File: src/rtl/burst_pkg.sv
// rtl/burst_pkg.sv - shared state encoding and sizing helpers for the burst write sequencer
package burst_pkg;

    typedef enum logic [2:0] {
        ST_IDLE      = 3'd0,
        ST_ISSUE     = 3'd1,
        ST_WAIT_ACK  = 3'd2,
        ST_WAIT_DONE = 3'd3,
        ST_FINISH    = 3'd4
    } state_t;

    localparam int DEFAULT_DATA_WIDTH = 32;
    localparam int BYTES_PER_WORD     = DEFAULT_DATA_WIDTH / 8;

    function automatic int bytes_per_word(input int data_width);
        return data_width / 8;
    endfunction

    // Enough bits to hold the value BURST_COUNT itself, not just BURST_COUNT-1.
    function automatic int burst_width(input int burst_count);
        return $clog2(burst_count) + 1;
    endfunction

endpackage

File: src/rtl/burst_size_calc.sv
// rtl/burst_size_calc.sv - next burst length; boundary clipping under BURST_WRITE_SCHED_BOUNDARY_EN
module burst_size_calc
    import burst_pkg::*;
#(
    parameter int ADDRESS_WIDTH = 32,
    parameter int LENGTH_WIDTH  = 32,
    parameter int DATA_WIDTH    = DEFAULT_DATA_WIDTH,
    parameter int BURST_COUNT   = 8,
    parameter int BURST_WIDTH   = burst_width(BURST_COUNT),
    parameter int BOUNDARY_LOG2 = 6
) (
    input  logic [ADDRESS_WIDTH-1:0] address,
    input  logic [LENGTH_WIDTH-1:0]  remaining,
    output logic [BURST_WIDTH-1:0]   n
);

    localparam int BPW_LOG2 = $clog2(bytes_per_word(DATA_WIDTH));
    localparam int BND_W    = BOUNDARY_LOG2 + 1;

    logic [BURST_WIDTH-1:0] n_cap;
    logic [BND_W-1:0]       bytes_left;
    logic [BND_W-1:0]       words_left;
    logic                   unused_bits;

    always_comb begin
        n_cap = BURST_WIDTH'(BURST_COUNT);
        if (remaining < LENGTH_WIDTH'(BURST_COUNT)) begin
            n_cap = remaining[BURST_WIDTH-1:0];
        end
    end

    always_comb begin
        bytes_left = {1'b1, {BOUNDARY_LOG2{1'b0}}} - {1'b0, address[BOUNDARY_LOG2-1:0]};
        words_left = bytes_left >> BPW_LOG2;
    end

    assign unused_bits = ^{address, words_left};

`ifdef BURST_WRITE_SCHED_BOUNDARY_EN
    // words_left is only narrower than n_cap when it already fits in BURST_WIDTH.
    always_comb begin
        n = n_cap;
        if (words_left < BND_W'(n_cap)) begin
            n = words_left[BURST_WIDTH-1:0];
        end
    end
`else
    assign n = n_cap;
`endif

endmodule

File: src/rtl/burst_write_sched.sv
// rtl/burst_write_sched.sv - splits a transfer command into write-master bursts (BURST_WRITE_SCHED_BOUNDARY_EN clips at boundaries)
module burst_write_sched
    import burst_pkg::*;
#(
    parameter int ADDRESS_WIDTH = 32,
    parameter int LENGTH_WIDTH  = 32,
    parameter int DATA_WIDTH    = DEFAULT_DATA_WIDTH,
    parameter int BURST_COUNT   = 8,
    parameter int BURST_WIDTH   = burst_width(BURST_COUNT),
    parameter int BOUNDARY_LOG2 = 6
) (
    input  logic                     clk,
    input  logic                     reset_n,
    input  logic                     cmd_start,
    input  logic [ADDRESS_WIDTH-1:0] cmd_address,
    input  logic [LENGTH_WIDTH-1:0]  cmd_length,
    input  logic                     cmd_abort,
    output logic                     cmd_busy,
    output logic                     cmd_done,
    output logic                     cmd_aborted,
    output logic                     burst_start,
    output logic [ADDRESS_WIDTH-1:0] burst_address,
    output logic [BURST_WIDTH-1:0]   burst_count,
    input  logic                     burst_busy
);

    localparam int BPW_LOG2 = $clog2(bytes_per_word(DATA_WIDTH));

    state_t                   state_q, state_d;
    logic [ADDRESS_WIDTH-1:0] addr_q, addr_d;
    logic [LENGTH_WIDTH-1:0]  remaining_q, remaining_d;
    logic                     abort_pend_q, abort_pend_d;
    logic                     cmd_busy_q, cmd_busy_d;
    logic                     cmd_done_q, cmd_done_d;
    logic                     cmd_aborted_q, cmd_aborted_d;
    logic                     burst_start_q, burst_start_d;
    logic [ADDRESS_WIDTH-1:0] burst_address_q, burst_address_d;
    logic [BURST_WIDTH-1:0]   burst_count_q, burst_count_d;

    logic [ADDRESS_WIDTH-1:0] calc_addr;
    logic [LENGTH_WIDTH-1:0]  calc_rem;
    logic [BURST_WIDTH-1:0]   size_n;
    logic                     abort_seen;
    logic                     go_issue;

    // Address/remaining the next burst would start from: the new command in
    // IDLE, otherwise the current burst retired. Kept apart to avoid a loop.
    always_comb begin
        if (state_q == ST_IDLE) begin
            calc_addr = cmd_address;
            calc_rem  = cmd_length;
        end else begin
            calc_addr = addr_q + (ADDRESS_WIDTH'(burst_count_q) << BPW_LOG2);
            calc_rem  = remaining_q - LENGTH_WIDTH'(burst_count_q);
        end
    end

    burst_size_calc #(
        .ADDRESS_WIDTH (ADDRESS_WIDTH),
        .LENGTH_WIDTH  (LENGTH_WIDTH),
        .DATA_WIDTH    (DATA_WIDTH),
        .BURST_COUNT   (BURST_COUNT),
        .BURST_WIDTH   (BURST_WIDTH),
        .BOUNDARY_LOG2 (BOUNDARY_LOG2)
    ) u_size (
        .address   (calc_addr),
        .remaining (calc_rem),
        .n         (size_n)
    );

    always_comb begin
        state_d         = state_q;
        addr_d          = addr_q;
        remaining_d     = remaining_q;
        abort_pend_d    = abort_pend_q;
        cmd_busy_d      = cmd_busy_q;
        cmd_done_d      = 1'b0;
        cmd_aborted_d   = 1'b0;
        burst_start_d   = 1'b0;
        burst_address_d = burst_address_q;
        burst_count_d   = burst_count_q;
        go_issue        = 1'b0;
        abort_seen      = abort_pend_q | cmd_abort;

        case (state_q)
            ST_IDLE: begin
                abort_pend_d = 1'b0;
                if (cmd_start) begin
                    cmd_busy_d = 1'b1;
                    if (cmd_length != '0) begin
                        addr_d      = calc_addr;
                        remaining_d = calc_rem;
                        go_issue    = 1'b1;
                        state_d     = ST_ISSUE;
                    end else begin
                        cmd_done_d = 1'b1;
                        state_d    = ST_FINISH;
                    end
                end
            end
            ST_ISSUE: begin
                abort_pend_d = abort_seen;
                state_d      = ST_WAIT_ACK;
            end
            ST_WAIT_ACK: begin
                abort_pend_d = abort_seen;
                if (burst_busy) begin
                    state_d = ST_WAIT_DONE;
                end
            end
            ST_WAIT_DONE: begin
                abort_pend_d = abort_seen;
                if (!burst_busy) begin
                    addr_d      = calc_addr;
                    remaining_d = calc_rem;
                    if (calc_rem == '0 || abort_seen) begin
                        cmd_done_d    = 1'b1;
                        cmd_aborted_d = abort_seen;
                        state_d       = ST_FINISH;
                    end else begin
                        go_issue = 1'b1;
                        state_d  = ST_ISSUE;
                    end
                end
            end
            ST_FINISH: begin
                cmd_busy_d = 1'b0;
                state_d    = ST_IDLE;
            end
            default: begin
                cmd_busy_d = 1'b0;
                state_d    = ST_IDLE;
            end
        endcase

        if (go_issue) begin
            burst_start_d   = 1'b1;
            burst_address_d = calc_addr;
            burst_count_d   = size_n;
        end
    end

    always_ff @(posedge clk or negedge reset_n) begin
        if (!reset_n) begin
            state_q         <= ST_IDLE;
            addr_q          <= '0;
            remaining_q     <= '0;
            abort_pend_q    <= 1'b0;
            cmd_busy_q      <= 1'b0;
            cmd_done_q      <= 1'b0;
            cmd_aborted_q   <= 1'b0;
            burst_start_q   <= 1'b0;
            burst_address_q <= '0;
            burst_count_q   <= '0;
        end else begin
            state_q         <= state_d;
            addr_q          <= addr_d;
            remaining_q     <= remaining_d;
            abort_pend_q    <= abort_pend_d;
            cmd_busy_q      <= cmd_busy_d;
            cmd_done_q      <= cmd_done_d;
            cmd_aborted_q   <= cmd_aborted_d;
            burst_start_q   <= burst_start_d;
            burst_address_q <= burst_address_d;
            burst_count_q   <= burst_count_d;
        end
    end

    assign cmd_busy      = cmd_busy_q;
    assign cmd_done      = cmd_done_q;
    assign cmd_aborted   = cmd_aborted_q;
    assign burst_start   = burst_start_q;
    assign burst_address = burst_address_q;
    assign burst_count   = burst_count_q;

endmodule

File: config.mk
export PLATFORM = sky130hd
export DESIGN_NAME = burst_write_sched
export DESIGN_NICKNAME = d
export VERILOG_FILES = /design/src/rtl/burst_pkg.sv /design/src/rtl/burst_size_calc.sv /design/src/rtl/burst_write_sched.sv
export SDC_FILE = /design/constraint.sdc
export NUM_CORES = 1
export LEC_CHECK = 0
export BUFFER_PORTS_ARGS = -buffer_cell sky130_fd_sc_hd__buf_2
export CAP_MARGIN = 20
export CELL_PAD_IN_SITES_DETAIL_PLACEMENT = 1
export CELL_PAD_IN_SITES_GLOBAL_PLACEMENT = 2
export CORE_MARGIN = 3
export CORE_UTILIZATION = 33
export CTS_BUF_LIST = sky130_fd_sc_hd__clkbuf_4 sky130_fd_sc_hd__clkbuf_8
export DETAILED_ROUTE_END_ITERATION = 7
export PLACE_DENSITY = 0.86
export SLEW_MARGIN = 20
export SYNTH_ARGS = -nofsm -noshare
export SYNTH_HDL_FRONTEND = slang
export SYNTH_SLANG_ARGS = --single-unit
File: constraint.sdc
create_clock -name clk -period 3.9 [get_ports clk]
set_clock_uncertainty 0.2 [all_clocks]
set_input_delay 0.975 -clock clk [delete_from_list [all_inputs] [get_ports clk]]
set_output_delay 0.975 -clock clk [all_outputs]
set_load 0.1 [all_outputs]
* After elaboration in Yosys (flattened, before gate mapping)
Cells that the tools add are included.
** Word-level totals
- Flip-flop bits (word level) :: 108
- Input bits :: 69
- Output and inout bits :: 40
** Cells by class
- Add/subtract/negate cells :: 2
- $lt $le $gt $ge :: 1
- Eq/ne operators :: 7
- Multiplexer cells :: 34
- Bitwise logic cells :: 2
- Reductions and logical operators :: 10
** Operators by type and width (count)
- $mux 32 :: 8
- $pmux 32 s2 :: 2
- $add 32x6->32 :: 1
- $logic_not 32->1 :: 1
- $lt 32x4->1 const B :: 1
- $reduce_bool 32->1 :: 1
- $sub 32x4->32 :: 1
- $mux 3 :: 5
- $mux 1 :: 13
- $pmux 3 s4 :: 1
- $pmux 1 s2 :: 4
- $eq 3x2->1 const B :: 2
- $ne 2x2->1 const B :: 3
- $mux 4 :: 1
- $reduce_and 4->1 :: 1
- $reduce_bool 2->1 :: 2
- $eq 3x1->1 const B :: 1
- $logic_not 3->1 :: 1
- $reduce_and 3->1 :: 1
- $reduce_or 3->1 :: 1
- $ne 2x1->1 const B :: 1
- $reduce_and 2->1 :: 1
- $logic_or 1x1->1 :: 1
- $not 1->1 :: 1
- $or 1x1->1 :: 1

* Logic depth before layout (Yosys ltp)
Gate-level depths: netlist of the first run.
- Word-level depth :: 8
- Gate-level depth with buffers :: 16

* By module
Synthesis of the first run repeated with hierarchy kept, for this count alone.
** Second synthesis, totals
- Cell total of the unflattened synthesis :: 639
- Area total of the unflattened synthesis :: 6448.7 um2
** Modules (own cells, without submodules)
- burst_write_sched :: instances 1, cells each 622, area an instance 6347.3 um2
- burst_size_calc :: instances 1, cells each 17, area an instance 101.3 um2

* Worst setup path after synthesis of the first run
OpenSTA, ideal clock, no wires.
- Kind :: register to register
- Start point :: register burst_count_q[1] (netlist: burst_count[1])
- End point :: register burst_address_q[10] (netlist: burst_address[10])
- Arrival :: 4493 ps
- Required time :: 3575 ps
- Path slack :: -918 ps
- Cell stages (with the launch flop) :: 14
- Period minus slack after synthesis :: 4818 ps
- Cells stage by stage :: dfrtp_1 > inv_1 > fa_1 > a21o_1 > a2111oi_0 > xnor2_1 > o211ai_1 > nor4_1 > nand4b_1 > or4_1 > buf_6 > o21ai_4 > buf_12 > mux2_4
** Between the ends
- Word-level cells in the longest chain between the ends :: 7
- Elaborated cells on any way between the ends :: 9
** Ends and longest elaborated chain
- from (decl) :: RTL line burst_write_sched.sv:38 : logic [BURST_WIDTH-1:0] burst_count_q, burst_count_d;
- from (signal assigned) :: RTL line burst_write_sched.sv:165 : burst_count_q <= burst_count_d;
- $sub 32x4->32 :: RTL line burst_write_sched.sv:54 : calc_rem = remaining_q - LENGTH_WIDTH'(burst_count_q);
- $mux 32 :: RTL line burst_write_sched.sv:49 : if (state_q == ST_IDLE) begin
- $logic_not 32->1 :: RTL line burst_write_sched.sv:116 : if (calc_rem == '0 || abort_seen) begin
- $logic_or 1x1->1 :: RTL line burst_write_sched.sv:116
- $mux 1 :: RTL line burst_write_sched.sv:116
- $mux 1 :: RTL line burst_write_sched.sv:113 : if (!burst_busy) begin
- $pmux 1 s2 :: RTL line burst_write_sched.sv:85 : case (state_q)
- to (signal assigned) :: RTL line burst_write_sched.sv:164 : burst_address_q <= burst_address_d;
- to (decl) :: RTL line burst_write_sched.sv:37 : logic [ADDRESS_WIDTH-1:0] burst_address_q, burst_address_d;
Parallel ways exist; a longest one is shown, timed or not.
A chain may end at the register's enable or synchronous reset.

* Worst setup path in the final report of the first run
- Start point :: register remaining_q[0]
- End point :: register burst_address_q[19] (netlist: burst_address[19])
** Between the ends
- Word-level cells in the longest chain between the ends :: 7
** Ends and longest elaborated chain
- from (decl) :: RTL line burst_write_sched.sv:31 : logic [LENGTH_WIDTH-1:0] remaining_q, remaining_d;
- from (signal assigned) :: RTL line burst_write_sched.sv:158 : remaining_q <= remaining_d;
- $sub 32x4->32 :: RTL line burst_write_sched.sv:54
- $mux 32 :: RTL line burst_write_sched.sv:49
- $logic_not 32->1 :: RTL line burst_write_sched.sv:116
- $logic_or 1x1->1 :: RTL line burst_write_sched.sv:116
- $mux 1 :: RTL line burst_write_sched.sv:116
- $mux 1 :: RTL line burst_write_sched.sv:113
- $pmux 1 s2 :: RTL line burst_write_sched.sv:85
No other way between the ends.

==> results_dict.tcl, run 1 <==
set metrics [dict create \
    status "finished with violations" \
    failed_checks "negative setup slack" \
    grt_max_degree 63 \
    viasPerCell 5.20 \
    synth.distinct_cells 72 \
    start_kind "register" \
    grt_pass1_vias 6372 \
    wl_per_cell_um 18.4 \
    fin_util 0.429 \
    synth_top_family_by_area "simple AND/OR/NAND/NOR gates" \
    synth.area.top_cells "dfrtp_1, nand2_1, mux2_4" \
    drive_gt1_frac 0.324 \
    power_per_cell_area_nw_per_um2 891 \
    switching_power_uw 3960 \
    start_util 0.343 \
    synth_edf_count 0 \
    antenna_left 0 \
    cts.sinks 108 \
    rows 51 \
    dp_hpwl_um 15200 \
    syn_inst 745 \
    crit_arrival_ps 4000 \
    fin_hold_ws_ps 309 \
    grt.total_usage 0.192 \
    yosys.area_share.simple 0.199 \
    p_seq_frac 0.271 \
    nNetsFinal 973 \
    setup_viol 4 \
    synthAdderAreaFrac 0.0206 \
    antenna_cells 0 \
    sw_frac_of_total 0.521 \
    routed_wl_um 21400 \
    hold_viol 0 \
    ctsHoldBuffers 0 \
    synth_top_area_frac 0.398 \
    cts-root-buf "clkbuf_8" \
    ys_ff_latch 108 \
    fin_cells 1164 \
    cts_max_level 3 \
    grt_pass1_wl_um 34200 \
    rsz0062_at_grt "true" \
    synth_warnings 0 \
    synth_top_cell_by_area "dfrtp_1" \
    clk_latency_ps 390 \
    worstRegToRegCells 16 \
    ys_seq_area_frac 0.398 \
    slew-limit-headroom 0.434 \
    fp.dieH_um 150 \
    tightest_slew_ps 849 \
    critPathKind "register to register" \
    design_area_um2 8520 \
    drcViolationCount 0 \
    placed_cells 1136 \
    critPathMaxStageDelay_ps 560 \
    ir_drop_uv 269 \
    finalCriticalPeriod_ps 3910 \
    drtPass1Iterations 4 \
    area_delta_synth_final_pct 25.3 \
    gp_congestion 0.865 \
    antenna_found_initial 0 \
    slowest_stage "or4_4" \
    slew_viol_final 0 \
    die_w_um 150 \
    numPortBuffers 108 \
    drt_iter0_drc 268 \
    leakagePower_uw 0.00387 \
    clk_path_buf_depth 2 \
    worstPathMaxFanout 8 \
    clkTransAtPathRegs_ps 110 \
    die_area_um2 22400 \
    dpl-instance-area_um2 8020 \
    async_flop_share 1.00 \
    hold_path_depth 2 \
    cts_buffers 9 \
    internal_power_uw 3630 \
    synth_compound_area_frac 0.165 \
    worst_setup_path_end_kind "register" \
    yosys.area_share.xor_xnor 0.0567 \
    hp-class "register to register" \
    max_freq_ghz 0.256 \
    period_share 1.00 \
    core_um2 19800 \
    pin_count 109 \
    avgSynthCellArea_um2 9.12 \
    max_cap_viol_count 0 \
    cp.required_ps 3990 \
    setup_ws_ps -10.4 \
    synth_ff_type "dfrtp_1" \
    cpMostUsedCell "buf_12" \
    combPwrFrac 0.630 \
    synth_area_um2 6800 \
    vias 6057 \
    tritoncts "done" \
    grt_overflow 0 \
    worstPathCellList "inv_1, ha_4, inv_2, fa_2, a21oi_2, o2111a_2, nand3_1, a211oi_1, a32o_1, o21ai_1, or4_4, o21ai_4, buf_12, buf_12, clkbuf_16, mux2_4" \
    syn_nets 824 \
    synth.area.mux_share 0.103 \
    power.share.clock 0.099 \
]
-- worst paths after layout --
| check | from | end | slack, ps |
|---|---|---|---|
| max in group asynchronous | reset_n | burst_address[2] | 2240 |
| setup reg to reg | remaining_q[0] | burst_address[19] | -10 |
| hold / removal | remaining_q[0] | remaining_q[0] | 310 |
| setup / recovery | remaining_q[0] | burst_address[19] | -10 |
| hold reg to reg | remaining_q[0] | remaining_q[0] | 310 |
| min in group asynchronous | reset_n | cmd_done | 480 |
-- flip-flops by register name, indices dropped and copies added, names as in the netlist --
register       cells
abort_pend_q       1
addr_q            32
burst_address     32
burst_count        4
burst_start        1
cmd_aborted        1
cmd_busy           1
cmd_done           1
remaining_q       32
state_q            3
-- critical path: cells and delay by family (launching register included) --
family,cells,cell delay (ps)
AO/OA/AOI/OAI,6,1220
adder cells (fa/ha/maj),2,510
buffers and inverters,5,520
flip-flops,1,390
multiplexers,1,290
AND/OR/NAND/NOR,2,670
-- per-layer routing --
| metal | track usage | share of wire | vias to the layer above |
|---|---|---|---|
| met5 | 0 | 0 | - |
| met4 | 0.0444 | 0.013 | 0 |
| met3 | 0.0357 | 0.037 | 23 |
| met2 | 0.308 | 0.47 | 102 |
| met1 | 0.269 | 0.48 | 2985 |
| li1 | - | - | 2947 |
-- timing repair --
item / 4_1_cts / 5_1_grt
pin swaps: 5 / 3
resized for setup: 10 / 14
cloned: 2 / 1
setup endpoints to repair: 36 / 37
setup buffers: 4 / 5
-- through the flow --
stage	power [µW]	worst slack [ps]	TNS [ps]
final	7590	-10.4	-34.0
after global routing	8130	-141	-2700
after CTS	7550	2.05	0
after detailed placement	6650	-221	-6250
after global placement	6540	-203	-5430
after floorplan	5560	-239	-7800
-- cell usage after synthesis, drive strengths merged (2+ instances only) --
| library cell | count |
|---|---|
| ha | 8 |
| dfrtp | 108 |
| mux2i | 6 |
| a211oi | 5 |
| nand3 | 16 |
| mux2 | 47 |
| o31a | 4 |
| o22ai | 12 |
| nand2 | 123 |
| and3 | 6 |
| or4 | 9 |
| nor2b | 2 |
| and2 | 7 |
| o31ai | 5 |
| or2b | 2 |
| nand4 | 8 |
| o21ai | 43 |
| a22oi | 3 |
| a21oi | 57 |
| nor4 | 19 |
| a41o | 2 |
| xor2 | 23 |
| a2111oi | 2 |
| o22a | 8 |
| o2111ai | 2 |
| nor3 | 15 |
| nor2 | 68 |
| xnor2 | 21 |
| and4 | 3 |
| inv | 15 |
| fa | 2 |
| nor4b | 2 |
| a21o | 6 |
| or3 | 3 |
| a31oi | 8 |
| o211ai | 8 |
| a22o | 2 |
| buf | 18 |
| nand4b | 2 |
| clkbuf | 29 |
-- kinds of logic (layout without fill, tap and decap cells) --
family / after synthesis / in the layout
and+or+nand+nor: 289 / 289
AOI/OAI and AO/OA: 178 / 178
DFF: 108 / 108
buffers and inverters: 63 / 217
muxes: 53 / 53
xor gates and xnor gates: 44 / 44
adders and majority gates: 10 / 10
-- layout by cell type, fill, tap and decap left out, types with 15 or more instances in the layout --
cell	count
o21ai_0	41
buf_4	68
nor2_1	68
xor2_1	22
dfrtp_1	104
buf_2	107
xnor2_1	21
a21oi_1	56
nand3_1	15
nand2_1	122
mux2_4	36
-- power by group through the flow --
stage	Combinational, µW	Sequential [µW]	Clock (µW)
final	4780	2060	755
after global routing	5170	2130	833
after CTS	4730	2040	784
after detailed placement	4600	2050	0
after global placement	4510	2030	0
after floorplan	2430	3140	0
-- cell type report --
cell class	count	area, µm²
inverter	15	58.8
sequential	108	2720
tap	265	332
clock inverter	5	58.8
fill	2321	11300
clock buffer	11	151
timing repair buffer	186	1290
multi-input combinational	574	3910
Power figures use the tool's default switching activity.
==> run 2, diff against run 1 <==
==> constraint.sdc (replaced) <==
create_clock -name clk -period 3.9 [get_ports clk]
set_clock_uncertainty 0.2 [all_clocks]
set_input_delay 0.585 -clock clk [delete_from_list [all_inputs] [get_ports clk]]
set_output_delay 0.585 -clock clk [all_outputs]
set_load 0.1 [all_outputs]
==> run 2 against run 1 <==
Effect of this change:
- the run still ends with negative setup slack left
- register-to-register slack is essentially flat
- sequential cell count did not move
- core utilization down 0.74 points
- non-clock buffer count grew 3
- largest power group unchanged
- highest routed layer unchanged
==> results_dict.tcl, run 2 (synthesized netlist as in run 1, its figures left out) <==
set metrics [dict create \
    status "finished with violations" \
    failed_checks "negative setup slack" \
    grt_max_degree 64 \
    rows 51 \
    fin_setup_tns_ps -75.2 \
    tightest_slew_ps 889 \
    power.share.clock 0.101 \
    worstReg2RegStart "remaining_q[16]" \
    worst_setup_path_end_kind "register" \
    crit_arrival_ps 3990 \
    antenna_left 0 \
    area_delta_synth_final_pct 23.2 \
    dp_hpwl_um 15300 \
    wl_per_cell_um 18.0 \
    rsz0062_at_grt "true" \
    slew-limit-headroom 0.401 \
    cp.required_ps 3970 \
    worstRegToRegCells 11 \
    slowest_stage "or4_4" \
    grt_overflow 0 \
    antenna_cells 0 \
    switching_power_uw 3920 \
    vias 6108 \
    cts-root-buf "clkbuf_8" \
    r2r_end "burst_address[0]" \
    worstPathCellList "or4_4, or4_1, o31a_1, o31a_1, nor3_2, nand4b_1, or4_4, o21ai_4, buf_12, buf_6, mux2_2" \
    setup_ws_ps -11.1 \
    internal_power_uw 3550 \
    mostFrequentLayoutCell "nand2_1" \
    fp.dieH_um 150 \
    critPathKind "register to register" \
    ctsHoldBuffers 0 \
    fin_hold_ws_ps 114 \
    clk_latency_ps 390 \
    routed_wl_um 21000 \
    design_area_um2 8370 \
    dpl-instance-area_um2 8070 \
    cts_max_level 3 \
    grt.total_usage 0.189 \
    gp_congestion 0.846 \
    cts_buffers 9 \
    drive_gt1_frac 0.320 \
    drtPass1Iterations 6 \
    leakagePower_uw 0.00380 \
    numPortBuffers 108 \
    finalCriticalPeriod_ps 3910 \
    worstPathMaxFanout 13 \
    cts.sinks 108 \
    start_util 0.343 \
    tritoncts "done" \
    fin_util 0.422 \
    die_area_um2 22400 \
    critPathBufInv 2 \
    fill_cells 2347 \
    p_seq_frac 0.272 \
    slew_viol_final 0 \
    period_share 1.00 \
    r2r_slack_ps -10 \
    clk_path_buf_depth 2 \
    pin_count 109 \
    layout_common_cells "nand2_1, buf_2, dfrtp_1" \
    grt_pass1_wl_um 33800 \
    finalPower_uw 7480 \
    grt_pass1_vias 6424 \
    drt_iter0_drc 285 \
    drcViolationCount 0 \
    core_um2 19800 \
    max_freq_ghz 0.256 \
    die_w_um 150 \
    clkTransAtPathRegs_ps 120 \
    viasPerCell 5.23 \
    hold_viol 0 \
    hp-class "input port to async pin" \
    sw_frac_of_total 0.525 \
    setup_viol 15 \
    max_cap_viol_count 0 \
    start_kind "register" \
    ir_drop_uv 323 \
    critPathMaxStageDelay_ps 550 \
    combPwrFrac 0.628 \
    critical-path-top-delay-family "simple AND/OR/NAND/NOR gates" \
    nNetsFinal 976 \
    antenna_found_initial 0 \
    power_per_cell_area_nw_per_um2 893 \
]
[run 2: changes by cell type in the layout (fill, tap and decap cells not counted), sizes merged]
cell / delta
clkinv: +1
buf: +4
clkbuf: -3
inv: +1
[run 2: worst max-delay path by stage]
stage / start / to / depth (start not counted)
after floorplan: burst_count[3] / burst_address[10] / 13
after global placement: remaining_q[16] / burst_address[25] / 12
after detailed placement: remaining_q[16] / burst_address[1] / 11
after CTS: burst_count[1] / burst_address[30] / 14
after global routing: burst_count[1] / burst_address[0] / 14
final: remaining_q[16] / burst_address[0] / 11
[run 2: stage by stage]
step | std cells | setup slack, ps
2_1_floorplan | 745 | -239
3_3_place_gp | 1144 | -76.8
3_5_place_dp | 1144 | -190
4_1_cts | 1167 | -20.7
5_1_grt | 1167 | -190
6_report | 1167 | -11.1
[run 2: metal layers]
metal	vias up	wire, µm	GRT usage
met2	110	9960	0.318
met1	3023	10000	0.261
met5	-	0	0
met4	0	202	0.0453
met3	13	812	0.0251
li1	2962	-	-
[run 2: worst register-to-register path: stages, from the launching register on]
cell and delay [ps]:
dfrtp_1 440, or4_4 550, or4_1 480, o31a_1 250
o31a_1 310, nor3_2 170, nand4b_1 110, or4_4 460
o21ai_4 180, buf_12 180, buf_6 120, mux2_2 330
[run 2: cell type report]
type,count,area (µm²),area share
multi-input cells,574,3840,0.458
flip-flops and latches,108,2720,0.325
repair buffers,189,1220,0.145
well taps,265,332,0.0396
clock buffers,9,124,0.0148
clock inverters,7,85.1,0.0102
inverters,15,58.8,0.00702
[run 2: power by group through the flow]
stage | logic [µW] | clock network, µW | registers [µW]
finish | 4690 | 754 | 2030
global route | 5070 | 819 | 2110
detailed placement | 4650 | 0 | 2050
CTS | 4710 | 776 | 2030
global placement | 4550 | 0 | 2030
floorplan | 2430 | 0 | 3140
[run 2: what timing repair did]
| item | 4_1_cts | 5_1_grt |
|---|---|---|
| gates cloned | 0 | 0 |
| buffers inserted | 7 | 0 |
| endpoints found under the setup margin | 36 | 36 |
| pin swaps | 1 | 1 |
| resized for setup | 7 | 2 |
| endpoints found under the hold margin | 0 | 0 |
==> run 3, diff against run 2 <==
--- a/config.mk
+++ b/config.mk
@@ -9,6 +9,7 @@
 export CAP_MARGIN = 20
 export CELL_PAD_IN_SITES_DETAIL_PLACEMENT = 1
 export CELL_PAD_IN_SITES_GLOBAL_PLACEMENT = 2
+export CORE_ASPECT_RATIO = 1.75
 export CORE_MARGIN = 3
 export CORE_UTILIZATION = 33
 export CTS_BUF_LIST = sky130_fd_sc_hd__clkbuf_4 sky130_fd_sc_hd__clkbuf_8
==> run 3 against run 2 <==
Effect of this change:
- the run now ends clean
- register-to-register slack better by 30 ps
- clock power shrank 2.9%
- die area grew 0.30%
- largest cell class unchanged
- largest power group unchanged
==> results_dict.tcl, run 3 (synthesized netlist as in run 1, its figures left out) <==
set metrics [dict create \
    max_freq_ghz 0.258 \
    antenna_cells 0 \
    ir_drop_uv 493 \
    combPwrFrac 0.635 \
    period_share 0.995 \
    max_cap_viol_count 0 \
    nNetsFinal 974 \
    grt_pass1_wl_um 35300 \
    dp_hpwl_um 16200 \
    worstPathMaxFanout 19 \
    fp.dieH_um 196 \
    cp.required_ps 3970 \
    critPathKind "register to register" \
    rows 68 \
    slew-limit-headroom 0.306 \
    leakagePower_uw 0.00383 \
    internal_power_uw 3600 \
    slowest_stage "dfrtp_4" \
    crit_arrival_ps 3950 \
    routed_wl_um 22100 \
    wl_per_cell_um 19.3 \
    mostFrequentLayoutCell "nand2_1" \
    tritoncts "done" \
    fin_setup_tns_ps 0 \
    clk_path_buf_depth 2 \
    drive_gt1_frac 0.323 \
    drt_iter0_drc 220 \
    antenna_found_initial 0 \
    layout_common_cells "nand2_1, buf_2, dfrtp_1" \
    hp-class "input port to async pin" \
    cts_max_level 3 \
    grt_pass1_vias 6560 \
    drcViolationCount 0 \
    start_util 0.340 \
    design_area_um2 8410 \
    drtPass1Iterations 4 \
    finalCriticalPeriod_ps 3880 \
    viasPerCell 5.36 \
    worstPathCellList "ha_4, inv_2, fa_2, a21oi_4, buf_6, o211ai_1, o31a_1, o211ai_1, nor4_2, nand4b_1, or4_4, o21ai_4, buf_12, mux2_2" \
    power_per_cell_area_nw_per_um2 896 \
    vias 6133 \
    core_um2 20000 \
    tightest_slew_ps 1030 \
    rsz0062_at_grt "true" \
    grt_overflow 0 \
    start_kind "register" \
    critPathMaxStageDelay_ps 510 \
    dpl-instance-area_um2 8030 \
    die_w_um 114 \
    p_seq_frac 0.268 \
    numPortBuffers 108 \
    fin_util 0.421 \
    die_area_um2 22400 \
    clkTransAtPathRegs_ps 100 \
    status "finished, final reports clean" \
    power.share.clock 0.097 \
    cts-root-buf "clkbuf_8" \
    fin_hold_ws_ps 83.1 \
    register_area_um2 2720 \
    setup_viol 0 \
    finalPower_uw 7530 \
    sw_frac_of_total 0.522 \
    grt_max_degree 58 \
    pin_count 109 \
    slew_viol_final 0 \
    worst_setup_path_end_kind "register" \
    cts.sinks 108 \
    ctsHoldBuffers 0 \
    cpMostUsedCell "o211ai_1" \
    area_delta_synth_final_pct 23.7 \
    gp_congestion 0.868 \
    antenna_left 0 \
    grt.total_usage 0.201 \
    switching_power_uw 3930 \
    cts_buffers 9 \
    clk_latency_ps 380 \
    fill_cells 2317 \
    multi_input_area_um2 3860 \
    hold_viol 0 \
]
-- run 3: cell types whose count changed in the layout (fill, tap and decap cells not counted), moves of 2 or more --
cell and delta:
a211oi_1 -2, a211oi_2 +2, buf_16 +2, buf_4 -6, inv_1 -2, inv_2 +2
inv_6 -2
-- run 3: critical path, delay by kind of cell (launching register included) --
kind                     cells  cell delay [ps]
AO/OA/AOI/OAI                5              960
adder cells (fa/ha/maj)      2              410
multiplexers                 1              360
buffers and inverters        3              400
flip-flops                   1              510
AND/OR/NAND/NOR              3              920
-- run 3: worst paths after layout --
check	endpoint	from	cells past startpoint	slack, ps
setup / recovery	burst_address[31]	burst_count[0]	14	20
hold / removal	state_q[1]	reset_n	1	80
hold reg to reg	remaining_q[0]	remaining_q[0]	2	310
setup reg to reg	burst_address[31]	burst_count[0]	14	20
min in group clk	addr_q[0]	cmd_address[0]	2	260
max in group asynchronous	burst_address[12]	reset_n	2	2610
-- run 3: area by class of cell --
class,count,share of cell area
clock buffer,11,0.0173
clock inverter,4,0.00610
tap,245,0.0365
timing repair buffer,187,0.151
multi-input combinational,574,0.459
inverter,15,0.00699
sequential,108,0.323
-- run 3: power groups by stage --
stage / registers, µW / clock network, µW / logic, µW
finish: 2020 / 732 / 4780
global route: 2090 / 801 / 5180
CTS: 2020 / 765 / 4770
detailed placement: 2040 / 0 / 4670
global placement: 2020 / 0 / 4570
floorplan: 3140 / 0 / 2430
-- run 3: what timing repair did --
action                     4_1_cts  5_1_grt
cloned                           2        1
setup endpoints to repair       36       38
resized for setup                8        9
pin swaps                        2        7
setup buffers                    1        3
-- run 3: metrics by stage --
| stage | worst slack [ps] | cells |
|---|---|---|
| 6_report | 18.3 | 1144 |
| 5_1_grt | -119 | 1144 |
| 4_1_cts | 5.54 | 1140 |
| 3_5_place_dp | -195 | 1122 |
| 3_3_place_gp | -155 | 1122 |
| 2_1_floorplan | -239 | 745 |
-- run 3: routing by layer --
layer	up-vias	track usage	routed length [µm]
met5	-	0	0
met4	0	0.0749	635
met3	30	0.0235	581
met2	115	0.378	12400
met1	3041	0.228	8500
li1	2947	-	-
